[src/rtl/skid_buf2.sv]
// Two-entry in-order valid/ready buffer. Head entry drives the read side.
module skid_buf2 #(
    parameter int WIDTH = 32
) (
    input  logic             clk,
    input  logic             rst,
    input  logic             wr_valid_i,
    input  logic [WIDTH-1:0] wr_data_i,
    output logic             rd_valid_o,
    output logic [WIDTH-1:0] rd_data_o,
    input  logic             rd_ready_i,
    output logic [1:0]       count_o
);

    logic [WIDTH-1:0] head_q, head_d;
    logic [WIDTH-1:0] tail_q, tail_d;
    logic [1:0]       count_q, count_d;
    logic             wr, rd;

    assign rd = (count_q != 2'd0) && rd_ready_i;
    assign wr = wr_valid_i && ((count_q != 2'd2) || rd);

    // Next-state of the two entries and occupancy; pop shifts tail into head.
    always_comb begin
        head_d  = head_q;
        tail_d  = tail_q;
        count_d = count_q;
        case ({wr, rd})
            2'b10: begin
                if (count_q == 2'd0) head_d = wr_data_i;
                else                 tail_d = wr_data_i;
                count_d = count_q + 2'd1;
            end
            2'b01: begin
                head_d  = tail_q;
                count_d = count_q - 2'd1;
            end
            2'b11: begin
                if (count_q == 2'd1) begin
                    head_d = wr_data_i;
                end else begin
                    head_d = tail_q;
                    tail_d = wr_data_i;
                end
            end
            default: ;
        endcase
    end

    // Entry and occupancy registers.
    always_ff @(posedge clk) begin
        if (rst) begin
            head_q  <= '0;
            tail_q  <= '0;
            count_q <= 2'd0;
        end else begin
            head_q  <= head_d;
            tail_q  <= tail_d;
            count_q <= count_d;
        end
    end

    assign rd_valid_o = (count_q != 2'd0);
    assign rd_data_o  = head_q;
    assign count_o    = count_q;

endmodule

[config.mk]
export PLATFORM = sky130hd
export DESIGN_NAME = skid_buf2
export DESIGN_NICKNAME = d
export VERILOG_FILES = /design/src/rtl/skid_buf2.sv
export SDC_FILE = /design/constraint.sdc
export NUM_CORES = 1
export LEC_CHECK = 0
export ABC_CLOCK_PERIOD_IN_PS = 1590
export BUFFER_PORTS_ARGS = -buffer_cell sky130_fd_sc_hd__buf_2
export CAP_MARGIN = 20
export CORE_MARGIN = 1.5
export CORE_UTILIZATION = 40
export CTS_CLUSTER_SIZE = 14
export DETAILED_ROUTE_END_ITERATION = 8
export PLACE_DENSITY = 0.66
export REMOVE_ABC_BUFFERS = 1
export SETUP_SLACK_MARGIN = 0.5
export SYNTH_ARGS = -nofsm -noshare
export SYNTH_HDL_FRONTEND = slang
export SYNTH_SLANG_ARGS = --single-unit
[constraint.sdc]
create_clock -name clk -period 1.59 [get_ports clk]
set_input_delay 0.159 -clock clk [delete_from_list [all_inputs] [get_ports clk]]
set_output_delay 0.159 -clock clk [all_outputs]
set_load 0.005 [all_outputs]
After elaboration in Yosys (flattened, before gate mapping)
Cells that the tools add are included.
- add/sub/neg operators: 2
- mux-type cells: 7
- reductions and logical operators: 10
- equal/unequal tests: 8
- operators with widths (cell ; number):
    32-bit two-way mux ; 4
    32-bit case mux with 3 select lines ; 1
    32-bit case mux with 2 select lines ; 1
    2-bit != test, second input constant ; 4
    2-bit nonzero test ; 3
    2-bit by 1-bit equality test with 1-bit output, second input constant ; 2
    2-bit equality test, second input constant ; 2
    2-bit case mux with 2 select lines ; 1
    3-bit AND reduction ; 1
    3-bit nonzero test ; 1
    2-bit by 1-bit adder with 2-bit output, second input constant ; 1
    1-bit logical AND ; 2
    2-bit logical NOT ; 1
    2-bit AND reduction ; 1
    2-bit by 1-bit subtractor with 2-bit output, second input constant ; 1
    1-bit logical OR ; 1
- input port bits: 36
- logic and storage cells: 30
- register bits after elaboration: 66
- output and inout port bits: 35

Logic depth before layout (Yosys ltp)
- depth in word-level cells: 7
- gate-level depth with buffers: 7
- gate-level depth less buffers: 6

Worst setup path after synthesis
Ideal clock, no wire load.
- path type: register -> register
- start point: reg count_q[0] (netlist: count_o[0])
- end point: reg head_q[0] (netlist: rd_data_o[0])
- data arrival time: 1.585 ns
- path slack: -0.086 ns
- cell stages (with the launch flop): 8
- library setup time: 0.091 ns
- cell sequence: dfxtp_1 > inv_1 > ha_1 > nand2b_1 > a21oi_2 > buf_2 > nand2_1 > a311oi_1
- longest elaborated chain between the ends: 7
- elaborated cells between the ends (all ways): 15
- those cells by class: eq/ne (6); mux (2); reduce/logical (7)
- ends and longest elaborated chain (element ; RTL line ; RTL):
    from (decl) ; 17 ; logic [1:0] count_q, count_d;
    from (signal assigned) ; 59 ; count_q <= count_d;
    2-bit nonzero test ; 20 ; assign rd = (count_q != 2'd0) && rd_ready_i;
    1-bit logical AND ; 20 ;
    1-bit logical OR ; 21 ; assign wr = wr_valid_i && ((count_q != 2'd2) || rd);
    1-bit logical AND ; 21 ;
    2-bit equality test / 2-bit by 1-bit equality test with 1-bit output (equally long branches) ; 28 ; case ({wr, rd})
    2-bit != test (no line) / 3-bit nonzero test (equally long branches) ; n/a ;
    2-bit AND reduction (no line) ; n/a ;
    to (signal assigned) ; 53 ; head_q <= '0;
    to (signal assigned) ; 57 ; head_q <= head_d;
    to (decl) ; 15 ; logic [WIDTH-1:0] head_q, head_d;
Several ways; a longest one is shown, not always the timed one.
A chain may end at the register's enable or synchronous reset.

Worst setup path after layout
- start point: reg count_q[1] (netlist: count_o[1])
- end point: reg head_q[20] (netlist: rd_data_o[20])
The elaborated chain is that of the path after synthesis.

==> qor.yml <==
status: "finished, violations left"
violations: "design-rule violations, negative setup slack"
dieArea_um2: 7200
syn_inst: 304
crit_buf_inv: 4
avgSynthCellArea_um2: 8.81
antenna_left: 0
critPathRequiredTime_ps: 1850
cts_root_buf: "clkbuf_8"
crit_start: "count_o[1]"
via_per_inst: 5.29
total_power_mw: 6.16
hold_depth: 3
tritoncts: "yes"
coreArea_um2: 6420
p_leak_nw: 2.07
hold_end: "tail_q[4]"
reg2reg_setup_slack_ps: -100
cts_hold_repair.buffers: 0
synth_area_um2: 2680
yosysSeqAreaShare: 0.493
worst_pin_slew_ps: 339
synth.distinct_cells: 18
avgRoutedWirePerCell_um: 15.8
crit_family: "buffers and inverters"
worst_clock_skew_ps: 6.87
gp_congestion: 0.691
timing_hold_violations_final: 0
grt_max_degree: 67
start_kind: "register"
setup_viol: 36
drc: 12
holdCritPathClass: "primary input to register"
grt_pass1_vias: 2522
dp_hpwl_mm: 3.82
nets: 451
htree_levels: 3
p_per_area_nw_per_um2: 1440
crit_chain: "inv_4, ha_4, nand2b_4, buf_12, a21oi_4, buf_6, buf_16, nand2_2, a311oi_2"
vias: 2620
maxSlewHeadroom: 0.774
path_max_fanout: 5
num_rows: 29
initial_utilization: 0.417
rsz0062_at_grt: "yes"
overflow: 0
slowest_delay_ps: 370
critPathKind: "register to register"
grt_pass1_wl_mm: 11.8
cp.depth: 9
io_pins: 71
cts.sinks: 66
maxCapViolCount: 0
min_from: "wr_data_i[4]"
die_h_um: 84.8
r2r_start: "count_o[1]"
port_buffers: 70
fp.dieW_um: 84.8
area_growth_syn_to_layout_pct: 60.3
dr.first_iter.drc_count: 82
drive_above_1_share: 0.472
crit_path_end_kind: "register"
cp_slowest_cell: "dfxtp_4"
r2r-end: "rd_data_o[20]"
vdd_drop_max_mv: 0.834
fin_ws_ps: -102
rr_worst_depth: 9
clkLatencyLatePin_ps: 350
dr.pass1.iters: 7
drv_slew: 0
period_needed_ps: 1690
cts_buffers: 9
cts.reportedPaths.clkPinSlew_ps: 80
cp.arrival_ps: 1950
clk_path_buf_depth: 2
dp_slack_ps: -170
grt_use_total: 0.210
synth_warnings: 0
ys_ff_latch: 66
wl_mm: 7.84
antenna_found_initial: 1
period_share: 1.06
max_freq_mhz: 591
logic make-up (layout without fill, tap and decap cells):
kind of cell / count (synthesis) / count (layout) / share of synthesized area
xor gates and xnor gates: 1 / 1 / 0.00327
DFF: 66 / 66 / 0.493
and+or+nand+nor: 138 / 138 / 0.197
buffers and inverters: 25 / 138 / 0.0439
AOI/OAI and AO/OA: 37 / 37 / 0.122
other: 0 / 1 / 0
muxes: 34 / 34 / 0.127
adders and majority gates: 3 / 3 / 0.0140
layout by cell type, fill, tap and decap left out:
| cell type | n |
|---|---|
| ha_4 | 3 |
| buf_2 | 67 |
| a21oi_4 | 1 |
| a211oi_1 | 1 |
| xnor2_1 | 1 |
| dfxtp_1 | 64 |
| nand3_2 | 1 |
| buf_8 | 1 |
| bufinv_16 | 1 |
| nor2b_2 | 1 |
| clkinv_4 | 1 |
| clkbuf_16 | 3 |
| o21ai_0 | 1 |
| buf_12 | 11 |
| buf_4 | 15 |
| a311oi_2 | 18 |
| inv_4 | 3 |
| dfxtp_2 | 1 |
| buf_16 | 7 |
| nand2b_4 | 2 |
| o21ai_4 | 1 |
| clkbuf_1 | 1 |
| clkinv_2 | 3 |
| mux2i_4 | 1 |
| mux2i_2 | 2 |
| clkbuf_8 | 10 |
| nor2_1 | 67 |
| a311oi_1 | 15 |
| nand2_2 | 23 |
| dfxtp_4 | 1 |
| diode_2 | 1 |
| buf_6 | 15 |
| nand2_4 | 5 |
| mux2i_1 | 31 |
| nand2_1 | 39 |
flip-flops by register name (all words and copies together) (netlist names):
| signal | count |
|---|---|
| rd_data_o | 32 |
| count_o | 2 |
| tail_q | 32 |
per-layer routing:
| metal | part of all wire | vias up | GRT usage |
|---|---|---|---|
| li1 | - | 1267 | - |
| met1 | 0.41 | 1269 | 0.238 |
| met2 | 0.52 | 72 | 0.371 |
| met3 | 0.052 | 12 | 0.0671 |
| met4 | 0.014 | 0 | 0.0760 |
| met5 | 0 | - | 0 |
area by class of cell:
class / instances / area (µm²)
well taps: 77 / 96.3
flip-flops and latches: 66 / 1330
diodes: 1 / 2.50
clock inverters: 5 / 53.8
clock buffers: 11 / 141
multi-input cells: 213 / 1540
fillers: 517 / 2130
repair buffers: 119 / 1120
inverters: 3 / 18.8
how the worst max path moves through the flow:
stage | to | slack, ps
3_5_place_dp | rd_data_o[18] | -170
2_1_floorplan | tail_q[0] | -890
4_1_cts | rd_data_o[18] | -50
6_report | rd_data_o[20] | -100
5_1_grt | rd_data_o[20] | -180
3_3_place_gp | rd_data_o[24] | -60
cell usage after synthesis:
library cell / n / area share
nor2b_1: 1 / 0.0023
nand3_1: 1 / 0.0019
mux2i_1: 34 / 0.13
ha_1: 3 / 0.014
o21ai_0: 1 / 0.0019
a311oi_1: 33 / 0.11
dfxtp_1: 66 / 0.49
nor2_1: 67 / 0.094
a21oi_2: 1 / 0.0033
buf_4: 3 / 0.0084
a211oi_1: 1 / 0.0028
nand2_1: 67 / 0.094
buf_2: 10 / 0.019
nand2b_1: 2 / 0.0047
o21ai_4: 1 / 0.0061
inv_1: 3 / 0.0042
clkbuf_1: 9 / 0.013
xnor2_1: 1 / 0.0033
power breakdown:
| group | internal, mW | switching, mW | leakage [nW] |
|---|---|---|---|
| registers | 1.95 | 0.179 | 0.544 |
| logic | 1.46 | 1.18 | 1.42 |
| clock network | 0.762 | 0.634 | 0.103 |
| total | 4.17 | 1.99 | 2.07 |
per-stage QoR:
stage | setup TNS, ps | std cells | instance area [µm²] | util | hold WS (ps)
after floorplan | -43990 | 282 | 2570 | - | 231
after global placement | -1760 | 445 | 3250 | 0.506 | 406
after detailed placement | -3980 | 445 | 3250 | 0.506 | 412
after CTS | -650 | 486 | 3960 | 0.616 | 42.6
after global routing | -5100 | 494 | 4290 | 0.668 | 56.3
final | -1900 | 495 | 4290 | 0.669 | 60.0
worst min-delay path, cell delays in order:
cell     delay [ps]
buf_2            80
mux2i_1          50
nor2_1           70
timing repair:
| item | 4_1_cts | 5_1_grt |
|---|---|---|
| pin swaps | 35 | 32 |
| resized for setup | 48 | 50 |
| setup buffers | 17 | 4 |
| gates cloned | 8 | 4 |
| setup endpoints to repair | 68 | 69 |
Power figures use the tool's default switching activity.
